--- config.mk ---
export PLATFORM = sky130hd
export DESIGN_NAME = axi4lite_regbank
export DESIGN_NICKNAME = d
export VERILOG_FILES = /design/src/rtl/axi4lite_regbank.sv
export SDC_FILE = /design/constraint.sdc
export NUM_CORES = 1
export LEC_CHECK = 0
export CORE_ASPECT_RATIO = 0.8
export CORE_MARGIN = 4
export CORE_UTILIZATION = 30
export DETAILED_ROUTE_END_ITERATION = 7
export HOLD_SLACK_MARGIN = 0.06
export PLACE_DENSITY = 0.59
export SLEW_MARGIN = 5
export SYNTH_ARGS = -nofsm -noshare
export SYNTH_HDL_FRONTEND = slang
export SYNTH_SLANG_ARGS = --single-unit
export TNS_END_PERCENT = 30
--- constraint.sdc ---
create_clock -name clk -period 6 [get_ports clk]
set_input_delay 0.9 -clock clk [delete_from_list [all_inputs] [get_ports clk]]
set_output_delay 0.9 -clock clk [all_outputs]
set_load 0.02 [all_outputs]
--- src/rtl/axi4lite_regbank.sv ---
// AXI4-Lite register bank: N_RW read/write registers (reg 0 bits in PULSE_MASK self-clear) plus N_RO read-only inputs.
// Macro AXI4LITE_REGBANK_SLVERR_EN: SLVERR for unmapped accesses and RO writes; without it every response is OKAY.
module axi4lite_regbank #(
  parameter int          N_RW       = 8,
  parameter int          N_RO       = 2,
  parameter int          ADDR_W     = 8,
  parameter logic [31:0] PULSE_MASK = 32'h0000_0001,
  localparam int         RO_W       = (N_RO > 0) ? N_RO : 1
) (
  input  logic                 clk,
  input  logic                 resetn,
  input  logic [ADDR_W-1:0]    s_axi_awaddr,
  input  logic                 s_axi_awvalid,
  output logic                 s_axi_awready,
  input  logic [31:0]          s_axi_wdata,
  input  logic [3:0]           s_axi_wstrb,
  input  logic                 s_axi_wvalid,
  output logic                 s_axi_wready,
  output logic [1:0]           s_axi_bresp,
  output logic                 s_axi_bvalid,
  input  logic                 s_axi_bready,
  input  logic [ADDR_W-1:0]    s_axi_araddr,
  input  logic                 s_axi_arvalid,
  output logic                 s_axi_arready,
  output logic [31:0]          s_axi_rdata,
  output logic [1:0]           s_axi_rresp,
  output logic                 s_axi_rvalid,
  input  logic                 s_axi_rready,
  output logic [32*N_RW-1:0]   rw_regs,
  input  logic [32*RO_W-1:0]   ro_regs,
  output logic [N_RW-1:0]      wr_pulse,
  output logic [RO_W-1:0]      rd_pulse
);

  localparam int IW = ADDR_W - 2;
  localparam int XW = IW + 1;
  localparam logic [XW-1:0] RW_END = XW'(N_RW);
  localparam logic [XW-1:0] RO_END = XW'(N_RW + N_RO);
`ifdef AXI4LITE_REGBANK_SLVERR_EN
  localparam logic [1:0] ERR_RESP = 2'b10;
`else
  localparam logic [1:0] ERR_RESP = 2'b00;
`endif

  logic [N_RW-1:0][31:0] regs;
  logic                  aw_full;
  logic                  w_full;
  logic [IW-1:0]         aw_idx;
  logic [31:0]           w_data;
  logic [3:0]            w_strb;
  logic [IW-1:0]         ar_idx;
  logic                  aw_hs;
  logic                  w_hs;
  logic                  ar_hs;
  logic                  commit;
  logic                  aw_is_rw;
  logic                  ar_is_rw;
  logic                  ar_is_ro;
  logic [31:0]           wmask;
  logic [31:0]           reg0_base;
  logic [31:0]           rd_val;
  logic                  unused_addr_bits;

  // Readies are gated by resetn so they read low while reset is held.
  assign s_axi_awready = resetn & ~aw_full & ~s_axi_bvalid;
  assign s_axi_wready  = resetn & ~w_full & ~s_axi_bvalid;
  assign s_axi_arready = resetn & ~s_axi_rvalid;

  assign aw_hs  = s_axi_awvalid & s_axi_awready;
  assign w_hs   = s_axi_wvalid & s_axi_wready;
  assign ar_hs  = s_axi_arvalid & s_axi_arready;
  assign commit = aw_full & w_full & ~s_axi_bvalid;

  assign ar_idx   = s_axi_araddr[ADDR_W-1:2];
  assign aw_is_rw = ({1'b0, aw_idx} < RW_END);
  assign ar_is_rw = ({1'b0, ar_idx} < RW_END);
  assign ar_is_ro = ~ar_is_rw & ({1'b0, ar_idx} < RO_END);

  assign wmask     = {{8{w_strb[3]}}, {8{w_strb[2]}}, {8{w_strb[1]}}, {8{w_strb[0]}}};
  assign reg0_base = regs[0] & ~PULSE_MASK;
  assign rw_regs   = regs;

  assign unused_addr_bits = ^{s_axi_awaddr[1:0], s_axi_araddr[1:0]};

  always_comb begin
    rd_val = '0;
    for (int i = 0; i < N_RW; i++)
      if (ar_idx == IW'(i)) rd_val = regs[i];
    for (int j = 0; j < N_RO; j++)
      if ({1'b0, ar_idx} == XW'(N_RW + j)) rd_val = ro_regs[32*j +: 32];
  end

  always_ff @(posedge clk or negedge resetn) begin
    if (!resetn) begin
      regs         <= '0;
      aw_full      <= 1'b0;
      aw_idx       <= '0;
      w_full       <= 1'b0;
      w_data       <= '0;
      w_strb       <= '0;
      s_axi_bvalid <= 1'b0;
      s_axi_bresp  <= '0;
      s_axi_rvalid <= 1'b0;
      s_axi_rdata  <= '0;
      s_axi_rresp  <= '0;
      wr_pulse     <= '0;
      rd_pulse     <= '0;
    end else begin
      wr_pulse <= '0;
      rd_pulse <= '0;
      // Pulse bits can only be set by the previous cycle's commit, so clearing every cycle gives a one-cycle high.
      regs[0]  <= reg0_base;

      if (aw_hs) begin
        aw_full <= 1'b1;
        aw_idx  <= s_axi_awaddr[ADDR_W-1:2];
      end
      if (w_hs) begin
        w_full <= 1'b1;
        w_data <= s_axi_wdata;
        w_strb <= s_axi_wstrb;
      end

      if (commit) begin
        aw_full      <= 1'b0;
        w_full       <= 1'b0;
        s_axi_bvalid <= 1'b1;
        s_axi_bresp  <= aw_is_rw ? 2'b00 : ERR_RESP;
        for (int i = 0; i < N_RW; i++) begin
          if (aw_idx == IW'(i)) begin
            regs[i]     <= (((i == 0) ? reg0_base : regs[i]) & ~wmask) | (w_data & wmask);
            wr_pulse[i] <= 1'b1;
          end
        end
      end else if (s_axi_bvalid && s_axi_bready) begin
        s_axi_bvalid <= 1'b0;
      end

      if (ar_hs) begin
        s_axi_rvalid <= 1'b1;
        s_axi_rdata  <= rd_val;
        s_axi_rresp  <= (ar_is_rw | ar_is_ro) ? 2'b00 : ERR_RESP;
        for (int j = 0; j < N_RO; j++)
          if ({1'b0, ar_idx} == XW'(N_RW + j)) rd_pulse[j] <= 1'b1;
      end else if (s_axi_rvalid && s_axi_rready) begin
        s_axi_rvalid <= 1'b0;
      end
    end
  end

endmodule

Word level (Yosys, flattened, before mapping)

Cells that the tools add are included.

Equal/unequal tests: 16
Reductions and logical operators: 16
Bitwise gates (word level): 32
Muxes and demuxes: 32

Operators with widths:

| cell                                                            | number |
|---|---|
| 32-bit two-way mux                                              | 10 |
| 32-bit AND                                                      | 9 |
| 32-bit OR                                                       | 8 |
| 6-bit by 3-bit == test with 1-bit output, second input constant | 8 |
| 32-bit NOT                                                      | 1 |
| 6-bit by 2-bit == test with 1-bit output, second input constant | 4 |
| 1-bit two-way mux                                               | 20 |
| 2-bit AND reduction                                             | 8 |
| 6-bit by 1-bit == test with 1-bit output, second input constant | 2 |
| 6-bit by 4-bit == test with 1-bit output, second input constant | 2 |
| 6-bit zero test                                                 | 2 |
| 1-bit AND                                                       | 10 |
| 8-bit two-way mux                                               | 1 |
| 2-bit nonzero test                                              | 4 |
| 1-bit NOT                                                       | 4 |
| 1-bit logical AND                                               | 2 |
| 2-bit two-way mux                                               | 1 |

Flip-flop bits (word level): 344
Output and inout port bits: 307
Word-level logic and storage cells: 115

Depth between registers and ports, before layout

Gate-level depths: netlist (run 1).

Depth after elaboration: 11
Mapped depth: 8
Depth with buffers taken out: 4

Least setup slack after synthesis (run 1)

Ideal clock, no wire load.

Path kind: input -> register
Start point: input port s_axi_araddr[3]
End point: register s_axi_rdata[10]
Required time: 5,864 ps
Stages: 7
Data arrival time: 2,333 ps
Setup time: 136 ps
Slack: 3,531 ps
Path buffers: 4
Path through: clkbuf_1 > clkbuf_1 > buf_1 > buf_1 > nor3_1 > o221ai_1 > o211ai_1

Cells in the longest elaborated chain, start to end: 11

Ends and longest elaborated chain:

| element                         | RTL line | source |
|---|---|---|
| from (decl)                     | 22       | `input logic [ADDR_W-1:0] s_axi_araddr,` |
| 6-bit zero test                 | 88       | `if (ar_idx == IW'(i)) rd_val = regs[i];` |
| 32-bit two-way mux (8 in a row) | 88       |  |
| 32-bit two-way mux              | 90       | `if ({1'b0, ar_idx} == XW'(N_RW + j)) rd_val = ro_regs[32*j +: 32];` |
| 32-bit two-way mux (*)          | 90       |  |
| to (signal assigned)            | 141      | `s_axi_rdata <= rd_val;` |
| to (decl)                       | 25       | `output logic [31:0] s_axi_rdata,` |

Every way passes the cells marked *; elsewhere a longest branch is shown, timed or not.
A chain may end at the register's enable or synchronous reset.

Worst setup path after layout (run 1)

Start point: input port s_axi_araddr[5]
End point: register s_axi_rdata[22]

The elaborated chain is that of the path after synthesis.

==> impl_metrics.yaml, run 1 <==
outcome:
  status: "finished, final reports clean"
sta:
  period_share_pct: 54.54
  fin_tns_setup_ns: 0
  final_max_slew_viol_count: 0
  finalHoldViolCount: 0
  max_freq_mhz: 305.6
  worst_slew_pin_slew_ns: 1.172
  finClkSkew_ns: 0.01523
  period_needed_ns: 3.273
  max_slew_margin_pct: 21.86
  finalSetupViolCount: 0
  rsz0062_at_grt: "no"
clock_tree:
  insertion_delay_ns: 0.54
  cts_max_level: 2
  post_cts_buffers: 0
  clkSlewWorstSetupHoldPaths_ns: 0.06
  cts_sinks: 344
  cts_tree: "done"
  cts_resized: 0
  numCtsBuffers: 38
  clock_tree.root_cell: "clkbuf_16"
  clk_path_buf_depth: 3
  postCtsHoldBufs: 0
die:
  die_h_um: 212.7
  dieArea_mm2: 0.05614
  rows: 74
  die_w_um: 263.9
  start_util_pct: 30.53
  core_area_mm2: 0.05148
  top_level_ports: 430
power:
  swShare_pct: 33.71
  power_density_mw_per_mm2: 378.7
  comb_power_share_pct: 27.4
  power_switching_uw: 2803
  ir_drop_v: 0.0002581
  p_int_uw: 5513
  leakagePower_uw: 0.009493
  power_frac_seq_pct: 42.5
  p_clk_share_pct: 30.1
setup_path:
  critPathMaxFanout: 33
  cp-startpoint: "s_axi_araddr[5]"
  crit_end: "s_axi_rdata[22]"
  critPathKind: "input pin to flop"
  worstPathArrival_ns: 3.72
  r2r_start: "w_full"
  regToRegSetupSlack_ns: 3.05
  r2r_cells: 4
  required_ns: 6.45
  end_kind: "flop"
  worstSetupStartpointType: "input pin"
logic_synthesis:
  synthCells: 1225
  synth.ff_latch_count: 344
  avgSynthCellArea_um2: 12.83
  synth_top_area_cell: "dfrtp_1"
  synth_async_sr_flop_share_pct: 100.0
  synth-main-ff-cell: "dfrtp_1"
  ys_types: 49
  yosysTopAreaCellShare_pct: 54.77
  ys_warn_count: 0
  seq_area_frac_synth_pct: 54.77
  syn_area_mm2: 0.01572
  synth_top_cells_by_area: "dfrtp_1 55%, mux2_2 21%, nor3_1 1.9%, mux2i_1 1.8%, a221oi_1 1.6%"
  synth_edf_count: 0
placed_design:
  post_dp_cell_area_mm2: 0.02063
  place_congestion: 0.8423
  hpwl_mm: 41.48
  port_buffers: 421
layout:
  nNetsFinal: 1743
  area.sequential_mm2: 0.008608
  drive_gt1_share_pct: 25.20
  area_delta_synth_final_pct: 39.74
  multi_input_area_mm2: 0.006794
  fin_area_mm2: 0.02196
  fill_cells: 4822
drt:
  drt_pass1_iterations: 5
  drtAntennaViolNets: 0
  via_per_inst: 5.175
  drc: 0
  drt_iter0_drc: 758
  vias: 12070
  wirelength_mm: 59.94
  wl_per_cell_um: 25.70
grt:
  grt_max_degree: 164
  antenna_found_initial: 5
  grt_usage_pct: 20.62
  grt_pass1_wl_mm: 87.24
  gr-total-overflow: 0
  grt_pass1_vias: 12410
job:
  drv_cap: 0
min_path:
  hold_class: "input pin to asynchronous set/reset pin"
## per-stage QoR
step                      hold WS (ns)  total power (uW)  worst slack [ns]  cells  util (%)
final                           0.2832              8317             2.727   2332     42.66
after global routing            0.2898              8699             2.609   2332     42.66
after CTS                       0.2630              8406             2.754   2331     42.66
after detailed placement        0.4809              5864             2.198   2264     40.08
after global placement          0.4698              5811             2.248   2264     40.08
after floorplan                 0.4882              4500             3.531   1228         -
## cell usage after synthesis (12+ instances only)
master,count
dfrtp_1,344
nor2_1,35
nand2_1,47
nand2b_1,35
mux2_2,294
mux2i_1,29
clkbuf_1,61
o21ai_0,33
a211oi_1,27
buf_2,12
nor3_1,59
o221ai_1,27
a221oi_1,29
and3_1,31
o211ai_1,24
o2bb2ai_1,29
## cells by family after synthesis
kind of cell	share of synthesized area, %
buf+inv	2.372
simple gates	9.577
mux	24.20
flops	54.77
other cells	0.02386
compound gates	9.052
## placed cells by master, fill, tap and decap left out, drive strengths merged, types with 3 or more instances in the layout
master | synthesis | final
inv | 6 | 7
bufinv | 0 | 4
o211ai | 24 | 24
a221oi | 29 | 29
nand3 | 12 | 12
nor4 | 4 | 4
and3 | 31 | 31
nand2 | 53 | 53
o2bb2ai | 29 | 29
or4b | 3 | 3
clkdlybuf4s50 | 0 | 418
mux4 | 8 | 8
o221ai | 27 | 27
nor2 | 41 | 41
nor4b | 3 | 3
and2 | 6 | 6
nor2b | 8 | 8
nor3 | 60 | 60
o22ai | 8 | 8
a211oi | 27 | 27
clkbuf | 62 | 60
o21ai | 36 | 36
buf | 23 | 19
a21o | 3 | 3
mux2i | 29 | 29
dfrtp | 344 | 344
conb | 1 | 4
a21oi | 5 | 5
mux2 | 296 | 296
nor3b | 3 | 3
nand2b | 35 | 35
## worst min-delay path by stage
stage / start / to / slack, ns / depth (start not counted)
3_5_place_dp: s_axi_rdata[25] / s_axi_rdata[25] / 0.48 / 2
2_1_floorplan: aw_full / aw_full / 0.49 / 1
5_1_grt: resetn / asynchronous set/reset pin / 0.29 / 1
3_3_place_gp: s_axi_rdata[11] / s_axi_rdata[11] / 0.47 / 2
6_report: resetn / asynchronous set/reset pin / 0.28 / 1
4_1_cts: resetn / asynchronous set/reset pin / 0.26 / 1
## per-layer routing
layer	vias to the layer above	GRT usage (%)	part of all wire (%)	wire length, um
li1	5374	-	-	-
met1	6214	29.40	46	27830
met2	397	31.94	45	27130
met3	80	5.173	6.4	3827
met4	4	4.734	1.9	1132
met5	-	0	0.045	27
## power by group through the flow
stage / Clock, uW / Combinational (uW) / Sequential, uW
finish: 2510 / 2280 / 3530
global route: 2660 / 2410 / 3630
CTS: 2570 / 2310 / 3530
detailed placement: 0 / 2290 / 3570
global placement: 0 / 2270 / 3540
floorplan: 0 / 820 / 3680
## critical path: stages
cell and delay, ns:
clkdlybuf4s50_1 0.49, nor4_2 0.29, buf_4 0.54, and2_2 0.90, a221oi_1 0.33, o211ai_1 0.25
## final cells by class
class | instances | share of cell area, %
multi-input combinational | 793 | 30.93
inverter | 6 | 0.1025
timing repair buffer | 437 | 19.81
antenna | 1 | 0.01139
sequential | 344 | 39.20
clock inverter | 7 | 0.6438
tap | 684 | 3.897
clock buffer | 60 | 5.406
Power figures use the tool's default switching activity.
==> run 2: changes to the inputs <==
--- a/config.mk
+++ b/config.mk
@@ -10,7 +10,7 @@
 export CORE_UTILIZATION = 30
 export DETAILED_ROUTE_END_ITERATION = 7
 export HOLD_SLACK_MARGIN = 0.06
-export PLACE_DENSITY = 0.59
+export PLACE_DENSITY = 0.61
 export SLEW_MARGIN = 5
 export SYNTH_ARGS = -nofsm -noshare
 export SYNTH_HDL_FRONTEND = slang
==> constraint.sdc (replaced) <==
create_clock -name clk -period 2.95 [get_ports clk]
set_input_delay 0.4425 -clock clk [delete_from_list [all_inputs] [get_ports clk]]
set_output_delay 0.4425 -clock clk [all_outputs]
set_load 0.02 [all_outputs]
==> run 2 against run 1 <==
Net effect:
- combinational power rose by 110%
- non-clock buffer count is 22 higher
- power grew 100%
- critical path type is now flop to flop
==> impl_metrics.yaml, run 2 (synthesis gave the netlist of run 1 again) <==
die:
  start_util_pct: 30.53
  die_h_um: 212.7
  top_level_ports: 430
  rows: 74
  dieArea_mm2: 0.05614
  die_w_um: 263.9
  core_area_mm2: 0.05148
grt:
  grt_pass1_wl_mm: 86.86
  grt_usage_pct: 20.43
  grt_pass1_vias: 12690
  antenna_found_initial: 6
  grt_max_degree: 126
  gr-total-overflow: 0
setup_path:
  critPathKind: "flop to flop"
  worstPathArrival_ns: 3.17
  cp_num_buf_inv: 0
  critical_path.cell_chain: "nor4b_2 > and4_1 > nand3_1 > mux2_2"
  crit_family: "simple AND/OR/NAND/NOR gates"
  r2r_cells: 4
  critPathMaxFanout: 8
  required_ns: 3.37
  regToRegSetupSlack_ns: 0.21
  slowest_stage: "and4_1"
  worstSetupStartpointType: "flop"
  cpPeakStageDelay_ns: 0.63
  end_kind: "flop"
  r2r_start: "w_full"
min_path:
  hold_class: "input pin to asynchronous set/reset pin"
power:
  p_clk_share_pct: 29.8
  power_density_mw_per_mm2: 761.9
  p_int_uw: 11180
  power_frac_seq_pct: 42.5
  leakagePower_uw: 0.009632
  comb_power_share_pct: 27.7
  ir_drop_v: 0.0003796
  power_switching_uw: 5734
  swShare_pct: 33.90
sta:
  finalHoldViolCount: 0
  holdWs_ns: 0.3351
  worst_slew_pin_slew_ns: 1.028
  rsz0062_at_grt: "no"
  worst_slack_ns: 0.2067
  period_needed_ns: 2.743
  max_slew_margin_pct: 31.30
  finalSetupViolCount: 0
  finClkSkew_ns: 0.009896
  period_share_pct: 92.99
  fin_tns_setup_ns: 0
  final_max_slew_viol_count: 0
  max_freq_mhz: 364.5
layout:
  area_delta_synth_final_pct: 41.24
  drive_gt1_share_pct: 26.51
  final_common_cell: "clkdlybuf4s50_1"
  nNetsFinal: 1766
  final_cell_mix: "418 x clkdlybuf4s50_1, 344 x dfrtp_1, 294 x mux2_2, 59 x nor3_1, 46 x nand2_1"
  fill_cells: 4800
  fin_area_mm2: 0.02220
  fin_util_pct: 43.12
clock_tree:
  cts_tree: "done"
  cts_max_level: 2
  numCtsBuffers: 39
  post_cts_buffers: 0
  cts_resized: 0
  clkSlewWorstSetupHoldPaths_ns: 0.06
  cts_sinks: 344
  postCtsHoldBufs: 1
  clk_path_buf_depth: 3
  clock_tree.root_cell: "clkbuf_16"
  insertion_delay_ns: 0.55
placed_design:
  place_congestion: 0.8570
  pre_cts_slack_ns: 0.2656
  post_dp_cell_area_mm2: 0.02085
  port_buffers: 421
  hpwl_mm: 43.23
job:
  drv_cap: 0
drt:
  wl_per_cell_um: 25.32
  drt_iter0_drc: 888
  drt_pass1_iterations: 5
  drtAntennaViolNets: 0
  wirelength_mm: 59.71
  via_per_inst: 5.194
  drc: 0
  vias: 12250
outcome:
  status: "finished, final reports clean"
run 2: metrics by stage:
stage,std cells,power [uW]
2_1_floorplan,1228,9153
3_3_place_gp,2285,11840
3_5_place_dp,2285,11970
4_1_cts,2355,17060
5_1_grt,2357,17650
6_report,2358,16910
run 2: metal layers:
layer / global-route usage (%) / up-vias / wire, um
li1: - / 5412 / -
met5: 0 / - / 61
met3: 5.910 / 80 / 4762
met4: 5.208 / 8 / 1310
met1: 28.50 / 6280 / 26670
met2: 31.54 / 467 / 26900
run 2: power by group through the flow:
stage / combinational [uW] / sequential, uW / clock (uW)
after floorplan: 1670 / 7490 / 0
after global placement: 4650 / 7190 / 0
after detailed placement: 4710 / 7250 / 0
after CTS: 4740 / 7180 / 5150
after global routing: 4950 / 7360 / 5340
final: 4690 / 7190 / 5030
run 2: final cells by class:
class                   count  area (um^2)  area share, %
inverters                   6        22.52         0.1015
clock buffers              56         1182          5.327
clock inverters            13        146.4         0.6595
repair buffers            459         4581          20.64
well taps                 684        855.8          3.855
diodes                      3        7.507        0.03382
flip-flops and latches    344         8608          38.78
multi-input cells         793         6794          30.61
run 2: worst max-delay path by stage:
stage / startpoint / endpoint / slack [ns] / depth (start not counted)
2_1_floorplan: s_axi_bvalid / w_data[24] / 0.88 / 5
4_1_cts: w_full / flop / 0.27 / 4
5_1_grt: w_full / flop / 0.07 / 4
3_5_place_dp: s_axi_araddr[5] / s_axi_rdata[21] / 0.27 / 6
3_3_place_gp: w_full / flop / 0.31 / 4
6_report: w_full / flop / 0.21 / 4
